--- config.mk ---
export PLATFORM = sky130hd
export DESIGN_NAME = id_ex_stage_flat
export DESIGN_NICKNAME = d
export VERILOG_FILES = /design/src/rtl/id_ex_stage_pkg.sv /design/src/rtl/id_ex_stage_if.sv /design/src/rtl/id_ex_stage_fwd_mux.sv /design/src/rtl/id_ex_stage.sv /design/src/flat_wrapper.sv
export SDC_FILE = /design/constraint.sdc
export NUM_CORES = 1
export LEC_CHECK = 0
export BUFFER_PORTS_ARGS = -buffer_cell sky130_fd_sc_hd__buf_2
export CAP_MARGIN = 25
export CORE_AREA = 2 2 155 157
export DETAILED_ROUTE_END_ITERATION = 8
export DIE_AREA = 0 0 157 159
export PLACE_DENSITY = 0.53
export SLEW_MARGIN = 15
export SYNTH_ARGS = -nofsm -noshare
export SYNTH_HDL_FRONTEND = slang
export SYNTH_SLANG_ARGS = --single-unit
export TNS_END_PERCENT = 50
--- constraint.sdc ---
create_clock -name clk -period 4.5 [get_ports clk]
set_input_delay 0 -clock clk [delete_from_list [all_inputs] [get_ports clk]]
set_output_delay 0 -clock clk [all_outputs]
set_load 0.005 [all_outputs]
--- src/rtl/id_ex_stage_pkg.sv ---
// id_ex_stage_pkg: shared opcodes, default widths and instruction decode for the ID/EX stage.
package id_ex_stage_pkg;
  localparam int DW_DEF   = 32;
  localparam int AW_DEF   = 5;
  localparam int CNTW_DEF = 16;
  localparam logic [5:0] OP_RTYPE = 6'h00;
  localparam logic [5:0] OP_LW    = 6'h23;
  localparam logic [5:0] OP_SW    = 6'h2B;
  localparam logic [31:0] NOP     = 32'h0000_0000;
  typedef struct packed {
    logic [5:0]  opcode;
    logic [4:0]  rs;
    logic [4:0]  rt;
    logic [4:0]  rd;
    logic [4:0]  shamt;
    logic [5:0]  funct;
    logic [15:0] imm;
  } instr_t;
  function automatic instr_t decode(input logic [31:0] i);
    decode = '{opcode: i[31:26], rs: i[25:21], rt: i[20:16], rd: i[15:11],
               shamt: i[10:6], funct: i[5:0], imm: i[15:0]};
  endfunction
endpackage

--- src/rtl/id_ex_stage_if.sv ---
// id_ex_stage_if: IF/ID, register file, forwarding and ID/EX signals of the decode stage.
interface id_ex_stage_if #(parameter int DW = 32, AW = 5, CNTW = 16);
  logic            id_valid;
  logic [DW-1:0]   id_instr;
  logic [DW-1:0]   id_pc;
  logic            flush;
  logic [AW-1:0]   regA;
  logic [AW-1:0]   regB;
  logic [DW-1:0]   Adat;
  logic [DW-1:0]   Bdat;
  logic            mem_wen;
  logic [AW-1:0]   mem_wreg;
  logic [DW-1:0]   mem_fwd_data;
  logic            wb_wen;
  logic [AW-1:0]   wb_wreg;
  logic [DW-1:0]   wb_data;
  logic            stall;
  logic            ex_valid;
  logic [DW-1:0]   ex_pc;
  logic [DW-1:0]   ex_a;
  logic [DW-1:0]   ex_b;
  logic [DW-1:0]   ex_imm;
  logic [5:0]      ex_opcode;
  logic [5:0]      ex_funct;
  logic [AW-1:0]   ex_rs;
  logic [AW-1:0]   ex_rt;
  logic [AW-1:0]   ex_rd;
  logic [4:0]      ex_shamt;
  logic [CNTW-1:0] stall_cnt;
  modport master (
    output id_valid, id_instr, id_pc, flush, Adat, Bdat,
           mem_wen, mem_wreg, mem_fwd_data, wb_wen, wb_wreg, wb_data,
    input  regA, regB, stall, ex_valid, ex_pc, ex_a, ex_b, ex_imm,
           ex_opcode, ex_funct, ex_rs, ex_rt, ex_rd, ex_shamt, stall_cnt
  );
  modport slave (
    input  id_valid, id_instr, id_pc, flush, Adat, Bdat,
           mem_wen, mem_wreg, mem_fwd_data, wb_wen, wb_wreg, wb_data,
    output regA, regB, stall, ex_valid, ex_pc, ex_a, ex_b, ex_imm,
           ex_opcode, ex_funct, ex_rs, ex_rt, ex_rd, ex_shamt, stall_cnt
  );
endinterface

--- src/rtl/id_ex_stage_fwd_mux.sv ---
// fwd_mux: operand select with $zero guard, MEM over WB over register file.
module fwd_mux #(parameter int DW = 32, AW = 5) (
  input  logic [AW-1:0] r,
  input  logic [DW-1:0] d,
  input  logic          memWen,
  input  logic [AW-1:0] memWreg,
  input  logic [DW-1:0] memData,
  input  logic          wbWen,
  input  logic [AW-1:0] wbWreg,
  input  logic [DW-1:0] wbData,
  output logic [DW-1:0] q
);
  assign q = (r == '0) ? '0 :
             (memWen && memWreg == r) ? memData :
             (wbWen && wbWreg == r) ? wbData : d;
endmodule

--- src/rtl/id_ex_stage.sv ---
// id_ex_stage: decode/operand fetch with forwarding, load-use stall and the ID/EX register.
module id_ex_stage import id_ex_stage_pkg::*; #(
  parameter int DW = DW_DEF, AW = AW_DEF, CNTW = CNTW_DEF
) (
  input logic clk,
  input logic rst,
  id_ex_stage_if.slave bus
);
  instr_t d;
  logic [DW-1:0] fwdA, fwdB;
  logic loadHz;
  assign d = decode(bus.id_instr);
  assign bus.regA = d.rs;
  assign bus.regB = d.rt;
  // rt is compared even for non-R-type consumers; a spare bubble is cheaper than decoding uses
  assign loadHz = bus.ex_valid && bus.ex_opcode == OP_LW && bus.ex_rt != '0 && bus.id_valid &&
                  (bus.ex_rt == bus.regA || bus.ex_rt == bus.regB);
  assign bus.stall = loadHz && !bus.flush;
  fwd_mux #(.DW(DW), .AW(AW)) muxA (
    .r(bus.regA), .d(bus.Adat),
    .memWen(bus.mem_wen), .memWreg(bus.mem_wreg), .memData(bus.mem_fwd_data),
    .wbWen(bus.wb_wen), .wbWreg(bus.wb_wreg), .wbData(bus.wb_data),
    .q(fwdA)
  );
  fwd_mux #(.DW(DW), .AW(AW)) muxB (
    .r(bus.regB), .d(bus.Bdat),
    .memWen(bus.mem_wen), .memWreg(bus.mem_wreg), .memData(bus.mem_fwd_data),
    .wbWen(bus.wb_wen), .wbWreg(bus.wb_wreg), .wbData(bus.wb_data),
    .q(fwdB)
  );
  always_ff @(posedge clk) begin
    if (rst || bus.flush || loadHz) begin
      bus.ex_valid  <= 1'b0;
      bus.ex_pc     <= '0;
      bus.ex_a      <= '0;
      bus.ex_b      <= '0;
      bus.ex_imm    <= '0;
      bus.ex_opcode <= '0;
      bus.ex_funct  <= '0;
      bus.ex_rs     <= '0;
      bus.ex_rt     <= '0;
      bus.ex_rd     <= '0;
      bus.ex_shamt  <= '0;
    end else begin
      bus.ex_valid  <= bus.id_valid;
      bus.ex_pc     <= bus.id_pc;
      bus.ex_a      <= fwdA;
      bus.ex_b      <= fwdB;
      bus.ex_imm    <= {{(DW-16){d.imm[15]}}, d.imm};
      bus.ex_opcode <= d.opcode;
      bus.ex_funct  <= d.funct;
      bus.ex_rs     <= d.rs;
      bus.ex_rt     <= d.rt;
      bus.ex_rd     <= d.rd;
      bus.ex_shamt  <= d.shamt;
    end
    if (rst)
      bus.stall_cnt <= '0;
    else if (bus.stall && !(&bus.stall_cnt))
      bus.stall_cnt <= bus.stall_cnt + 1'b1;
  end
endmodule

--- src/flat_wrapper.sv ---
// flat-port wrapper written by rule: the top's interface ports become plain ports
module id_ex_stage_flat import id_ex_stage_pkg::*;
#(
  parameter int DW = DW_DEF, AW = AW_DEF, CNTW = CNTW_DEF
)
  (clk, rst, bus_id_valid, bus_id_instr, bus_id_pc, bus_flush, bus_Adat, bus_Bdat, bus_mem_wen, bus_mem_wreg, bus_mem_fwd_data, bus_wb_wen, bus_wb_wreg, bus_wb_data, bus_regA, bus_regB, bus_stall, bus_ex_valid, bus_ex_pc, bus_ex_a, bus_ex_b, bus_ex_imm, bus_ex_opcode, bus_ex_funct, bus_ex_rs, bus_ex_rt, bus_ex_rd, bus_ex_shamt, bus_stall_cnt);
  id_ex_stage_if #(.DW(DW), .AW(AW), .CNTW(CNTW)) bus_i ();
  input logic clk;
  input logic rst;
  input wire logic [$bits(bus_i.id_valid)-1:0] bus_id_valid;
  input wire logic [$bits(bus_i.id_instr)-1:0] bus_id_instr;
  input wire logic [$bits(bus_i.id_pc)-1:0] bus_id_pc;
  input wire logic [$bits(bus_i.flush)-1:0] bus_flush;
  input wire logic [$bits(bus_i.Adat)-1:0] bus_Adat;
  input wire logic [$bits(bus_i.Bdat)-1:0] bus_Bdat;
  input wire logic [$bits(bus_i.mem_wen)-1:0] bus_mem_wen;
  input wire logic [$bits(bus_i.mem_wreg)-1:0] bus_mem_wreg;
  input wire logic [$bits(bus_i.mem_fwd_data)-1:0] bus_mem_fwd_data;
  input wire logic [$bits(bus_i.wb_wen)-1:0] bus_wb_wen;
  input wire logic [$bits(bus_i.wb_wreg)-1:0] bus_wb_wreg;
  input wire logic [$bits(bus_i.wb_data)-1:0] bus_wb_data;
  output wire logic [$bits(bus_i.regA)-1:0] bus_regA;
  output wire logic [$bits(bus_i.regB)-1:0] bus_regB;
  output wire logic [$bits(bus_i.stall)-1:0] bus_stall;
  output wire logic [$bits(bus_i.ex_valid)-1:0] bus_ex_valid;
  output wire logic [$bits(bus_i.ex_pc)-1:0] bus_ex_pc;
  output wire logic [$bits(bus_i.ex_a)-1:0] bus_ex_a;
  output wire logic [$bits(bus_i.ex_b)-1:0] bus_ex_b;
  output wire logic [$bits(bus_i.ex_imm)-1:0] bus_ex_imm;
  output wire logic [$bits(bus_i.ex_opcode)-1:0] bus_ex_opcode;
  output wire logic [$bits(bus_i.ex_funct)-1:0] bus_ex_funct;
  output wire logic [$bits(bus_i.ex_rs)-1:0] bus_ex_rs;
  output wire logic [$bits(bus_i.ex_rt)-1:0] bus_ex_rt;
  output wire logic [$bits(bus_i.ex_rd)-1:0] bus_ex_rd;
  output wire logic [$bits(bus_i.ex_shamt)-1:0] bus_ex_shamt;
  output wire logic [$bits(bus_i.stall_cnt)-1:0] bus_stall_cnt;
  assign bus_i.id_valid = bus_id_valid;
  assign bus_i.id_instr = bus_id_instr;
  assign bus_i.id_pc = bus_id_pc;
  assign bus_i.flush = bus_flush;
  assign bus_i.Adat = bus_Adat;
  assign bus_i.Bdat = bus_Bdat;
  assign bus_i.mem_wen = bus_mem_wen;
  assign bus_i.mem_wreg = bus_mem_wreg;
  assign bus_i.mem_fwd_data = bus_mem_fwd_data;
  assign bus_i.wb_wen = bus_wb_wen;
  assign bus_i.wb_wreg = bus_wb_wreg;
  assign bus_i.wb_data = bus_wb_data;
  assign bus_regA = bus_i.regA;
  assign bus_regB = bus_i.regB;
  assign bus_stall = bus_i.stall;
  assign bus_ex_valid = bus_i.ex_valid;
  assign bus_ex_pc = bus_i.ex_pc;
  assign bus_ex_a = bus_i.ex_a;
  assign bus_ex_b = bus_i.ex_b;
  assign bus_ex_imm = bus_i.ex_imm;
  assign bus_ex_opcode = bus_i.ex_opcode;
  assign bus_ex_funct = bus_i.ex_funct;
  assign bus_ex_rs = bus_i.ex_rs;
  assign bus_ex_rt = bus_i.ex_rt;
  assign bus_ex_rd = bus_i.ex_rd;
  assign bus_ex_shamt = bus_i.ex_shamt;
  assign bus_stall_cnt = bus_i.stall_cnt;
  id_ex_stage #(.DW(DW), .AW(AW), .CNTW(CNTW)) u_core (.clk(clk), .rst(rst), .bus(bus_i));
endmodule
==> impl_metrics.csv <==
group,metric,value,unit
worst_setup_path,cp_slowest_cell,"and3_2",
floorplanning,start_util,0.264,
route,vias,6567,
timing,finalCriticalPeriod,2810,ps
min_path,hold_start,"bus_flush",
clock_tree,htree_levels,4,
worst_setup_path,path_cells,"dlygate4sd3_1 > buf_2 > xor2_1 > nor4_1 > and3_2 > buf_12 > mux2i_1 > a211oi_1 > dlygate4sd3_1",
min_path,holdPathStages,3,
min_path,min_to,"u_core.bus.stall_cnt[0]",
route,drc_errors,0,
worst_setup_path,cp.required,4810,ps
grt,grt_start_max_net_pins,65,
clock_tree,clk_pin_slew,70,ps
logic_synthesis,synth_area_leaders,"dfxtp_1 (47%), mux2i_1 (10%), a211oi_1 (7.8%), and2_1 (6.6%), buf_4 (5.1%)",
clock_tree,postCtsSetupBuffers,0,
logic_synthesis,synth_edf_count,0,
logic_synthesis,synth.distinct_cells,37,
grt,globalRoute.totalOverflow,0,
clock_tree,post_cts_resized,0,
worst_setup_path,critical_path_buf_inv_count,4,
logic_synthesis,synth_area_leader_cell,"dfxtp_1",
route,wl_met2,12.1,mm
clock_tree,numClockSinks,145,
logic_synthesis,yosys_warnings,0,
logic_synthesis,syn_area_per_cell,9.75,sq um
cells_and_area,instances_no_fill,1496,
route,top_layer_used,"met4",
clock_tree,insertion_delay,420,ps
grt,grt_pass1_vias,6818,
floorplanning,die_y,159,microns
timing,hold_viol,0,
outcome,status,"complete, no violations",
cells_and_area,regArea,2900,sq um
worst_setup_path,r2r-end,"u_core.bus.ex_a[19]",
timing,setup_viol,0,
route,drt_iter0_markers,221,
placed_design,dp_cells,1269,
clock_tree,cts_tree,"built",
timing,setup-tns-final,0,ps
worst_setup_path,cp_max_fo,19,
floorplanning,die_x,157,microns
clock_tree,numCtsBuffers,17,
logic_synthesis,synth_nets,838,
min_path,hp-class,"input pin to flip-flop",
logic_synthesis,synthArstFlopShare,0,
placed_design,hpwl,16.6,mm
route,wl_met3,1.61,mm
floorplanning,fp.coreArea,23200,sq um
cells_and_area,multi_input_comb_area,2760,sq um
worst_setup_path,rrSetupSlack,1930,ps
worst_setup_path,slowest_delay,610,ps
clock_tree,cts_root_buf,"clkbuf_16",
pwr,irDropWorstVdd,0.162,mV
logic_synthesis,synth_area,6130,sq um
timing,worst_pin_slew,677,ps
placed_design,globalplace.congestion,0.824,
route,dr.pass1.iters,4,
clock_tree,cts_hold_buf,194,
logic_synthesis,syn_inst,629,
floorplanning,fp.dieArea,25000,sq um
timing,fmax,355,MHz
grt,grt_use_total,0.188,
cells_and_area,num-nets-final,1372,
route,drt_wl_total,23.9,mm
timing,clock_skew,12.2,ps
pwr,p_leak,4.99,nW
timing,timing.final.crit_share,0.625,
cells_and_area,area_growth,74.6,%
grt,antenna_found_initial,1,
job,drv_cap,0,
worst_setup_path,r2r-start,"u_core.bus.ex_opcode[3]",
logic_synthesis,ys_ff_latch,145,
logic_synthesis,ys.flop_type,"dfxtp_1",
floorplanning,ios,396,
clock_tree,clock_path_buffers,2,
cells_and_area,final.fill_count,2237,
worst_setup_path,crit_start,"bus_id_instr[18]",
worst_setup_path,crit_type,"input pin to flip-flop",
worst_setup_path,cp_top_family,"buffers and inverters",
route,vias_per_cell,4.39,
floorplanning,rows,56,
cells_and_area,drive_gt1_frac,0.382,
route,routedLengthMet1,9.29,mm
worst_setup_path,cp_common_cell,"dlygate4sd3_1",
pwr,power,3.31,mW
worst_setup_path,startpoint_type,"input pin",
worst_setup_path,cp-end-kind,"flip-flop",
pwr,powerDensity,310,nW/um^2
timing,drv_slew,0,
route,postRouteAntennaNets,0,
timing,rsz0062_at_grt,"no",
route,wl_per_cell,15.9,microns
placed_design,port_buffers,395,
grt,grt_pass1_wl,36.2,mm
timing,relSlewSlack,0.549,
worst_setup_path,r2r_cells,6,
worst_setup_path,cp_data_arrival_time,3120,ps
logic_synthesis,synth_top_cell_area_share,0.473,
logic_synthesis,synth-seq-area-share,0.473,
per-layer routing:
layer | vias to the layer above | GRT usage
li1 | 3233 | -
met1 | 3022 | 0.209
met2 | 262 | 0.332
met3 | 50 | 0.0504
met4 | 0 | 0.0872
met5 | - | 0
synthesized netlist by cell type, drive strengths merged (9+ instances only):
master    n
clkbuf   34
mux2i    64
o21ai     9
buf      48
a211oi   65
nand3    13
or4      11
dfxtp   145
a21oi    12
nor2     74
xor2     26
and2     65
worst reg2reg max path, cell delays in order, from the launching register on:
cell and delay, ps:
dfxtp_1 310, or4b_4 550, a211o_1 310, o21bai_2 120, buf_4 370, a211oi_1 160, dlygate4sd3_1 630
state kept, by name, summed over array words and instances, names as in the netlist:
| name | flops |
|---|---|
| u_core.bus.ex_a | 32 |
| u_core.bus.ex_b | 32 |
| u_core.bus.ex_funct | 5 |
| u_core.bus.ex_imm | 2 |
| u_core.bus.ex_opcode | 6 |
| u_core.bus.ex_pc | 32 |
| u_core.bus.ex_rd | 5 |
| u_core.bus.ex_rs | 5 |
| u_core.bus.ex_rt | 5 |
| u_core.bus.ex_shamt | 4 |
| u_core.bus.ex_valid | 1 |
| u_core.bus.stall_cnt | 16 |
layout make-up:
type	instances	area share
antenna	1	0.000234
clock buffer	18	0.0410
clock inverter	14	0.0179
inverter	3	0.00105
multi-input combinational	399	0.258
sequential	145	0.271
tap	319	0.0373
timing repair buffer	597	0.373
power breakdown:
part           internal, mW  total, mW  switching, mW
combinational         0.272      0.461          0.189
sequential             1.33       1.35         0.0172
clock                 0.867       1.50          0.635
stage by stage:
| step | instance area (sq um) | setup slack, ps | hold WS [ps] | utilization |
|---|---|---|---|---|
| final | 10700 | 1690 | 38.8 | 0.461 |
| after global routing | 10700 | 1530 | 43.9 | 0.461 |
| after CTS | 10700 | 1760 | 7.87 | 0.461 |
| after detailed placement | 8130 | 2280 | 203 | 0.350 |
| after global placement | 8110 | 2190 | 199 | 0.350 |
| after floorplan | 6130 | 2440 | 80.8 | - |
worst max-delay path by stage:
stage	endpoint	cells after the start
2_1_floorplan	u_core.bus.stall_cnt[15]	5
3_3_place_gp	u_core.bus.ex_b[8]	6
3_5_place_dp	u_core.bus.stall_cnt[15]	5
4_1_cts	u_core.bus.ex_a[28]	9
5_1_grt	u_core.bus.ex_a[19]	9
6_report	u_core.bus.ex_b[18]	9
cell families after synthesis:
group                      share of synthesized area
muxes                                          0.112
AOI/OAI and AO/OA                              0.111
xor gates and xnor gates                      0.0429
DFF                                            0.473
adders and majority gates                    0.00204
buffers and inverters                         0.0790
and+or+nand+nor                                0.180
cell usage in the layout, fill, tap and decap left out, types with 3 or more instances in the layout:
master	count
a211oi_1	64
clkbuf_16	17
nor2_1	74
mux2i_1	64
or4_1	11
buf_4	7
dfxtp_1	145
o21ai_0	9
nor3_1	7
xor2_1	26
buf_2	395
nand2_1	3
or3_1	6
nor2b_1	3
inv_6	3
nand3_1	10
dlygate4sd3_1	194
and2_1	65
inv_1	3
o31ai_1	5
nand4_1	6
a21oi_1	12
nor4_1	7
mux2_2	4
xnor2_1	4
inv_8	5
No activity file was read; power rests on OpenSTA's default activity.
